File: src/rtl/poker_pkg.sv
// Types and helpers shared by the dealer and the player controllers:
// phase bus encoding, player id limits and fold-mask scans.
package poker_pkg;

  typedef enum logic [2:0] {
    PH_DEAL   = 3'b000,
    PH_BET    = 3'b001,
    PH_SORT   = 3'b010,
    PH_SEND   = 3'b011,
    PH_RECV   = 3'b100,
    PH_SETTLE = 3'b101,
    PH_IDLE   = 3'b111
  } phase_t;

  localparam logic [2:0] PID_NONE    = 3'd0;
  localparam int         MAX_PLAYERS = 7;
  localparam int         CHIP_W      = 8;

  function automatic phase_t next_phase(input phase_t ph);
    case (ph)
      PH_DEAL: next_phase = PH_BET;
      PH_BET:  next_phase = PH_SORT;
      PH_SORT: next_phase = PH_SEND;
      PH_SEND: next_phase = PH_RECV;
      default: next_phase = PH_SETTLE;
    endcase
  endfunction

  // Lowest unfolded id strictly above 'after', or PID_NONE when none is left.
  function automatic logic [2:0] next_active(input logic [MAX_PLAYERS:0] fold,
                                             input logic [2:0] after,
                                             input int num);
    next_active = PID_NONE;
    for (int i = MAX_PLAYERS; i >= 1; i--) begin
      if (i > int'(after) && i <= num && !fold[i]) next_active = 3'(i);
    end
  endfunction

  function automatic int active_count(input logic [MAX_PLAYERS:0] fold, input int num);
    active_count = 0;
    for (int i = 1; i <= MAX_PLAYERS; i++) begin
      if (i <= num && !fold[i]) active_count++;
    end
  endfunction

endpackage

File: src/rtl/dealer_watchdog.sv
// Request watchdog: counts down while 'start' is held and flags 'expired' on the
// last cycle of the window; reloads whenever 'start' is low or 'clear' pulses.
module dealer_watchdog #(
  parameter int unsigned LOAD = 15
) (
  input  logic clk,
  input  logic reset,
  input  logic start,
  input  logic clear,
  output logic expired
);

  localparam int W = (LOAD < 2) ? 1 : $clog2(LOAD + 1);

  logic [W-1:0] count;

  always_ff @(posedge clk) begin
    if (reset || clear || !start) begin
      count <= W'(LOAD);
    end else if (count != '0) begin
      count <= count - W'(1);
    end
  end

  assign expired = start && (count == '0);

endmodule

File: src/rtl/dealer_control.sv
// Poker table phase sequencer: sole master of the state/pid/ack bus.
// Build option DEALER_TIMEOUT_EN adds a per-request watchdog that folds silent players.
module dealer_control
  import poker_pkg::*;
#(
  parameter int unsigned NUM_PLAYERS    = 6,
  parameter int unsigned CARDS_PER_HAND = 5,
  parameter int unsigned ACK_TIMEOUT    = 16
) (
  input  logic              clk,
  input  logic              reset,
  input  logic              start,
  input  logic              player_ack,
  input  logic              player_done,
  input  logic              player_fold,
  input  logic              player_chipsel,
  input  logic [CHIP_W-1:0] player_chip,
  input  logic [2:0]        winner_in,
  input  logic              winner_valid,
  output logic [2:0]        state,
  output logic [2:0]        pid,
  output logic              ack_out,
  output logic              game_over,
  output logic [2:0]        winner,
  output logic [CHIP_W-1:0] pot,
  output logic              timeout_err
);

  localparam int CNT_W = (CARDS_PER_HAND < 2) ? 1 : $clog2(CARDS_PER_HAND + 1);

  phase_t                 phase;
  logic [MAX_PLAYERS:0]   fold_mask;
  logic [CNT_W-1:0]       card_cnt;
  logic                   slot_done;
  logic                   wd_expired;
  logic [2:0]             nxt_pid;
  logic [2:0]             first_pid;
  logic                   few_active;
  logic                   take_bet;
  logic [CHIP_W:0]        pot_sum;

  assign state      = phase;
  assign nxt_pid    = next_active(fold_mask, pid, NUM_PLAYERS);
  assign first_pid  = next_active(fold_mask, PID_NONE, NUM_PLAYERS);
  assign few_active = active_count(fold_mask, NUM_PLAYERS) <= 1;
  assign take_bet   = (phase == PH_BET) || (phase == PH_RECV && player_done);
  assign pot_sum    = {1'b0, pot} + {1'b0, player_chip};

`ifdef DEALER_TIMEOUT_EN
  dealer_watchdog #(
    .LOAD (ACK_TIMEOUT - 1)
  ) u_watchdog (
    .clk     (clk),
    .reset   (reset),
    .start   (ack_out),
    .clear   (player_ack),
    .expired (wd_expired)
  );
`else
  assign wd_expired = 1'b0;
`endif

  // A slot alternates request (ack_out high) and a one-cycle gap; the gap cycle
  // decides whether to re-request, move to the next player or change phase.
  always_ff @(posedge clk) begin
    if (reset) begin
      phase       <= PH_IDLE;
      pid         <= PID_NONE;
      ack_out     <= 1'b0;
      game_over   <= 1'b0;
      winner      <= 3'd0;
      pot         <= '0;
      timeout_err <= 1'b0;
      fold_mask   <= '0;
      card_cnt    <= '0;
      slot_done   <= 1'b0;
    end else begin
      game_over   <= 1'b0;
      timeout_err <= 1'b0;
      case (phase)
        PH_IDLE: begin
          if (start) begin
            fold_mask <= '0;
            pot       <= '0;
            phase     <= PH_DEAL;
            pid       <= 3'd1;
            ack_out   <= 1'b1;
            card_cnt  <= '0;
            slot_done <= 1'b0;
          end
        end
        PH_SETTLE: begin
          pid     <= PID_NONE;
          ack_out <= 1'b0;
          if (winner_valid) begin
            winner    <= winner_in;
            game_over <= 1'b1;
            phase     <= PH_IDLE;
          end
        end
        default: begin
          if (ack_out) begin
            if (player_ack) begin
              ack_out <= 1'b0;
              case (phase)
                PH_DEAL: begin
                  if (card_cnt == CNT_W'(CARDS_PER_HAND - 1)) slot_done <= 1'b1;
                  else card_cnt <= card_cnt + CNT_W'(1);
                end
                PH_SEND, PH_RECV: slot_done <= player_done;
                default:          slot_done <= 1'b1;
              endcase
              if (take_bet) begin
                if (player_fold) begin
                  fold_mask[pid] <= 1'b1;
                end else if (player_chipsel) begin
                  pot <= pot_sum[CHIP_W] ? '1 : pot_sum[CHIP_W-1:0];
                end
              end
            end else if (wd_expired) begin
              ack_out        <= 1'b0;
              fold_mask[pid] <= 1'b1;
              timeout_err    <= 1'b1;
              slot_done      <= 1'b1;
            end
          end else if (!slot_done) begin
            ack_out <= 1'b1;
          end else begin
            slot_done <= 1'b0;
            card_cnt  <= '0;
            if (nxt_pid != PID_NONE) begin
              pid     <= nxt_pid;
              ack_out <= 1'b1;
            end else if ((phase == PH_BET && few_active) || first_pid == PID_NONE ||
                         next_phase(phase) == PH_SETTLE) begin
              phase <= PH_SETTLE;
              pid   <= PID_NONE;
            end else begin
              phase   <= next_phase(phase);
              pid     <= first_pid;
              ack_out <= 1'b1;
            end
          end
        end
      endcase
    end
  end

endmodule
File: config.mk
export PLATFORM = sky130hd
export DESIGN_NAME = dealer_control
export DESIGN_NICKNAME = d
export VERILOG_FILES = /design/src/rtl/poker_pkg.sv /design/src/rtl/dealer_watchdog.sv /design/src/rtl/dealer_control.sv
export SDC_FILE = /design/constraint.sdc
export NUM_CORES = 1
export LEC_CHECK = 0
export CAP_MARGIN = 20
export CORE_MARGIN = 10
export CORE_UTILIZATION = 35
export CTS_CLUSTER_DIAMETER = 60
export DETAILED_ROUTE_END_ITERATION = 8
export PLACE_DENSITY = 0.58
export SLEW_MARGIN = 20
export SYNTH_ARGS = -nofsm -noshare
export SYNTH_HDL_FRONTEND = slang
export SYNTH_HIERARCHICAL = 1
export SYNTH_SLANG_ARGS = --single-unit
File: constraint.sdc
create_clock -name clk -period 4.5 [get_ports clk]
set_input_delay 0.45 -clock clk [delete_from_list [all_inputs] [get_ports clk]]
set_output_delay 0.45 -clock clk [all_outputs]
set_load 0.02 [all_outputs]
==> flow_summary.ini, run 1 <==
[sta]
fin_skew_ns = 0.0145
finalCriticalPeriod_ns = 3.65
finalHoldViolCount = 0
fin_tns_setup_ns = 0
rsz0062_at_grt = false
relSlewSlack_pct = 49.8
fin_crit_sh_pct = 81.1
drv_slew = 0
worst_pin_slew_ns = 0.752
setup_viol = 0
fmaxAchievable_mhz = 274
holdWs_ns = 0.457

[setup_path]
critPathKind = register to register
cp.depth = 14
worstPathRequired_ns = 4.70
crit_slowest_cell = or4_1
cp_top_family = adder cells
cp_common_cell = xnor2_1
cpPeakStageDelay_ns = 0.50
crit_chain = inv_1, ha_1, xnor2_1, xnor2_1, ha_1, o21a_1, ha_1, nor2b_1, xnor2_1, xnor2_1, a2111oi_2, o21a_2, or4_1, o311ai_1
start_kind = register
reg2reg_depth = 14
critPathCaptureType = register
worstPathArrival_ns = 3.85
cp_max_fo = 9
crit_buf_inv = 1

[clock_network]
cts-root-buf = clkbuf_8
clock_latency_ns = 0.29
htreeDepth = 2
cts.clk_slew.worst_paths_ns = 0.07
post_cts_resized = 0
post_cts_buffers = 0
cts-hold-fix-buffers = 0
cts_tree = yes
clk_path_buf_depth = 2
numCtsBuffers = 5
clock-sinks = 29

[grt]
grt_max_degree = 22
grt_first_pass_wirelength_um = 9980
grt_pass1_vias = 2075
grt.met2_usage_pct = 19.1
met3_usage_pct = 2.84
grt_antenna_before_repair = 0
grtUsageTotal_pct = 11.9
grt_overflow_total = 0
grt_use_met1_pct = 15.0
top_usage_layer = met2

[power_and_ir_drop]
power_frac_seq_pct = 32.5
powerDensity_mw_per_mm2 = 437
clkPwrFrac_pct = 20.5
swShare_pct = 42.4
p_leak_nw = 1.02
p_sw_w = 0.000502
internal_power_w = 0.000683
peakVddDrop_v = 0.000220
combPwrFrac_pct = 47.0
power_w = 0.00119

[logic_synthesis]
synth_top_area_share_pct = 26.2
async_flop_share_pct = 0
ys_warn_count = 6
synth_area_leaders = dfxtp_1, ha_1, a21oi_1, o21ai_0, nor2_1
synth-edff-count = 0
yosysMostFrequentCell = nor2_1
ys_seq_area_share_pct = 26.2
syn_nets = 328
synth_top_area_cell = dfxtp_1
avgSynthCellArea_sq_um = 7.58
synth_seq_cells = 29
synthesis.area_sq_mm = 0.00221
yosys-top-cells-count = nor2_1, dfxtp_1, a21oi_1
synth_cell_types = 60
synthCells = 292
ys.flop_type = dfxtp_1

[detailed_routing]
ant_nets = 0
drtIter0Drc = 108
vias = 2122
routedWlPerCell_um = 14.7
drc = 0
drt_wl_total_um = 5860
dr.pass1.iters = 4
viasPerCell = 5.32

[finish]
area_growth_pct = 22.5
num-nets-final = 359
utilization_pct = 45.0
drive_gt1_share_pct = 5.25
fin_area_sq_mm = 0.00271
antenna_cells = 0

[floorplanning]
die_x_um = 99.5
start_util_pct = 36.8
core_sq_mm = 0.00603
dieArea_sq_mm = 0.00991
die-height_um = 99.5
rows = 28
ios = 39

[min_path]
min_delay_path_depth = 2
min_path_type = register to register

[place]
portBuffers = 37
hpwl_um = 4480
placed_cell_area_sq_mm = 0.00261
gp_congestion = 0.832

[run]
drv_cap = 0

[status]
status = completed
[cell usage in the layout, fill, tap and decap left out, types with 2 or more instances in the layout]
master,instances
a2111oi_0,2
a211oi_1,3
a21o_1,3
a21oi_1,27
a22oi_1,2
a311oi_1,3
a31oi_1,3
a32oi_1,2
and2_1,2
clkbuf_8,7
clkdlybuf4s50_1,37
dfxtp_1,29
ha_1,16
inv_1,24
mux2i_1,4
nand2_1,26
nand2b_1,4
nand3_1,10
nand3b_1,2
nand4b_1,2
nor2_1,30
nor2b_1,6
nor3_1,5
o211ai_1,2
o21a_1,3
o21ai_0,23
o22ai_1,2
o31ai_1,5
or4_1,2
xnor2_1,8
xor2_1,3
[state kept, by name (all words and copies together), names as in the netlist]
name,cells
pot,8
fold_mask,6
game_over,1
state,3
winner,3
slot_done,1
pid,3
ack_out,1
card_cnt,3
[worst paths after layout]
| kind | from | endpoint | slack [ns] |
|---|---|---|---|
| hold / removal | winner[2]$_SDFFE_PP0P_ | winner[2]$_SDFFE_PP0P_ | 0.46 |
| setup reg to reg | fold_mask[1]$_SDFFE_PP0P_ | state[1]$_SDFFE_PP1P_ | 0.85 |
| hold reg to reg | winner[2]$_SDFFE_PP0P_ | winner[2]$_SDFFE_PP0P_ | 0.46 |
| setup / recovery | fold_mask[1]$_SDFFE_PP0P_ | state[1]$_SDFFE_PP1P_ | 0.85 |
[tightest hold or removal path, cell delays in order (launching register included)]
cell,delay (ns)
dfxtp_1,0.31
nand2_1,0.05
a21oi_1,0.05
[metal layers]
| metal | part of all wire (%) | vias up |
|---|---|---|
| met1 | 47 | 947 |
| li1 | - | 1113 |
| met3 | 5.1 | 8 |
| met4 | 1.3 | 0 |
| met5 | 0 | - |
| met2 | 46 | 54 |
[cell families (layout without fill, tap and decap cells)]
group | Yosys count | after routing | share of synthesized area (%)
XOR/XNOR | 11 | 11 | 4.35
flip-flops | 29 | 29 | 26.2
AND/OR/NAND/NOR | 100 | 100 | 22.7
adder cells (fa/ha/maj) | 17 | 17 | 9.94
buffers and inverters | 37 | 69 | 7.06
other | 1 | 1 | 0.169
multiplexers | 4 | 4 | 1.81
AO/OA/AOI/OAI | 93 | 93 | 27.8
[layout make-up]
cell class	count	area, sq um
fillers	620	3310
multi-input cells	226	1480
flip-flops and latches	29	581
repair buffers	37	370
clock buffers	7	96.3
well taps	75	93.8
inverters	24	90.1
clock inverters	1	5.00
[power by group through the flow]
| stage | Sequential, W | Combinational, W | Clock (W) |
|---|---|---|---|
| after floorplan | 0.000376 | 0.000402 | 0 |
| after global placement | 0.000391 | 0.000552 | 0 |
| after detailed placement | 0.000390 | 0.000557 | 0 |
| after CTS | 0.000385 | 0.000561 | 0.000252 |
| after global routing | 0.000396 | 0.000625 | 0.000260 |
| final | 0.000386 | 0.000557 | 0.000243 |
[metrics by stage]
step	setup WS, ns	std cells
2_1_floorplan	1.19	292
3_3_place_gp	0.969	391
3_5_place_dp	0.870	391
4_1_cts	0.850	399
5_1_grt	0.566	399
6_report	0.852	399
Note: power is estimated with default switching activity, not from simulation.
==> inputs of run 2 (changes only) <==
PLACE_DENSITY = 0.6   (was 0.58)
clock period = 3.1 ns   (was 4.5 ns; I/O delays follow)
==> run 2 against run 1 <==
Compared with the run above:
- power rose by 52%
- global-route usage up 0.54 points
- largest cell class unchanged
- design area rose by 8.0%
- clock power grew 48%
- die area stayed put
- flip-flop and latch count unchanged
- core utilization up 3.6 points
- cell count is 4.5% higher
- clock-buffer cell count did not move
==> flow_summary.ini, run 2 (synthesized netlist as in run 1, its figures left out) <==
[finish]
drive_gt1_share_pct = 14.6
antenna_cells = 0
area_growth_pct = 32.4
final_common_cell = clkdlybuf4s50_1
num-nets-final = 377
largest_reg_flops = 8
instances_no_fill = 417
reg_top3 = pot (8), fold_mask (6)
final_cell_mix = clkdlybuf4s50_1, nor2_1, a21oi_1, dfxtp_1, nand2_1
regMostFlops = pot

[power_and_ir_drop]
peakVddDrop_v = 0.000258
power_w = 0.00180
power_frac_seq_pct = 29.8
internal_power_w = 0.00105
p_sw_w = 0.000757
combPwrFrac_pct = 50.3
powerDensity_mw_per_mm2 = 615
clkPwrFrac_pct = 19.9
p_leak_nw = 1.13
swShare_pct = 42.0

[sta]
fmaxAchievable_mhz = 333
setup_viol = 0
rsz0062_at_grt = true
finalCriticalPeriod_ns = 3.01
finalHoldViolCount = 0
worst_pin_slew_ns = 0.744
fin_crit_sh_pct = 97.0
fin_skew_ns = 0.00466
relSlewSlack_pct = 50.3
drv_slew = 0

[run]
drv_cap = 0

[clock_network]
clock-sinks = 29
numCtsBuffers = 5
cts_tree = yes
htreeDepth = 2
clk_path_buf_depth = 2
cts.clk_slew.worst_paths_ns = 0.07
cts-hold-fix-buffers = 0
cts-root-buf = clkbuf_8
clock_latency_ns = 0.29

[detailed_routing]
vias = 2234
dr.pass1.iters = 4
drt_wl_total_um = 6130
drc = 0
routedWlPerCell_um = 14.7
viasPerCell = 5.36
drtIter0Drc = 102
ant_nets = 0

[setup_path]
start_kind = register
worstPathArrival_ns = 3.21
r2r_setup_slack_ns = 0.09
cp_max_fo = 6
worstPathRequired_ns = 3.30
critPathKind = register to register
critPathCaptureType = register

[grt]
grt_max_degree = 22
grtUsageTotal_pct = 12.4
grt_antenna_before_repair = 0
grt_pass1_vias = 2211
grt_overflow_total = 0
grt_first_pass_wirelength_um = 10400

[floorplanning]
ios = 39
dieArea_sq_mm = 0.00991
start_util_pct = 36.8
die_x_um = 99.5
rows = 28
core_sq_mm = 0.00603
die-height_um = 99.5

[place]
hpwl_um = 4710
place_inst = 407
portBuffers = 37
gp_congestion = 0.870

[min_path]
min_path_type = register to register

[status]
status = completed
-- run 2: final timing paths --
check,from,to,cells past startpoint
max,fold_mask[1]$_SDFFE_PP0P_,state[1]$_SDFFE_PP1P_,14
min,winner[1]$_SDFFE_PP0P_,winner[1]$_SDFFE_PP0P_,2
max reg2reg,fold_mask[1]$_SDFFE_PP0P_,state[1]$_SDFFE_PP1P_,14
min reg2reg,winner[1]$_SDFFE_PP0P_,winner[1]$_SDFFE_PP0P_,2
-- run 2: power groups by stage --
stage          Combinational, W  Clock [W]  Sequential, W
2_1_floorplan          0.000588          0       0.000546
3_3_place_gp           0.000860          0       0.000543
3_5_place_dp           0.000871          0       0.000545
4_1_cts                0.000893   0.000370       0.000537
5_1_grt                 0.00101   0.000384       0.000552
6_report               0.000907   0.000359       0.000537
-- run 2: per-layer routing --
metal / track usage, % / vias up / wire length (um)
li1: - / 1140 / -
met1: 15.2 / 1038 / 2700
met2: 20.7 / 50 / 3010
met3: 3.88 / 6 / 365
met4: 2.76 / 0 / 50
met5: 0 / - / 0
-- run 2: worst max-delay path: stages (launching register included) --
cell       delay, ns
dfxtp_4         0.36
ha_2            0.20
mux2i_4         0.16
xor2_1          0.19
o21ai_1         0.09
ha_1            0.29
o21a_1          0.18
ha_2            0.17
nor2b_4         0.13
xnor2_2         0.15
xnor2_2         0.18
a2111oi_2       0.05
o21a_2          0.25
or4_4           0.42
o311ai_2        0.09
-- run 2: stage by stage --
step | util, % | area (sq um) | setup TNS (ns) | hold WS, ns | setup slack, ns
floorplan | - | 2230 | 0 | 0.415 | 0.00425
global placement | 45.7 | 2750 | -0.0534 | 0.444 | -0.0534
detailed placement | 45.7 | 2750 | -0.221 | 0.451 | -0.137
CTS | 48.0 | 2890 | 0 | 0.461 | 0.000631
global route | 48.7 | 2930 | -0.0684 | 0.490 | -0.0300
finish | 48.7 | 2930 | 0 | 0.455 | 0.0931
-- run 2: timing repair --
action                                 in CTS  in global routing
resized for setup                          11                  5
pin swaps                                  10                 12
buffers inserted                            1                  1
endpoints found under the hold margin       0                  0
setup endpoints to repair                   6                  7
-- run 2: area by class of cell --
class	count	area, sq um
clock inverters	1	5.00
well taps	75	93.8
inverters	24	92.6
multi-input cells	226	1550
fillers	626	3090
clock buffers	7	96.3
flip-flops and latches	29	588
repair buffers	55	509
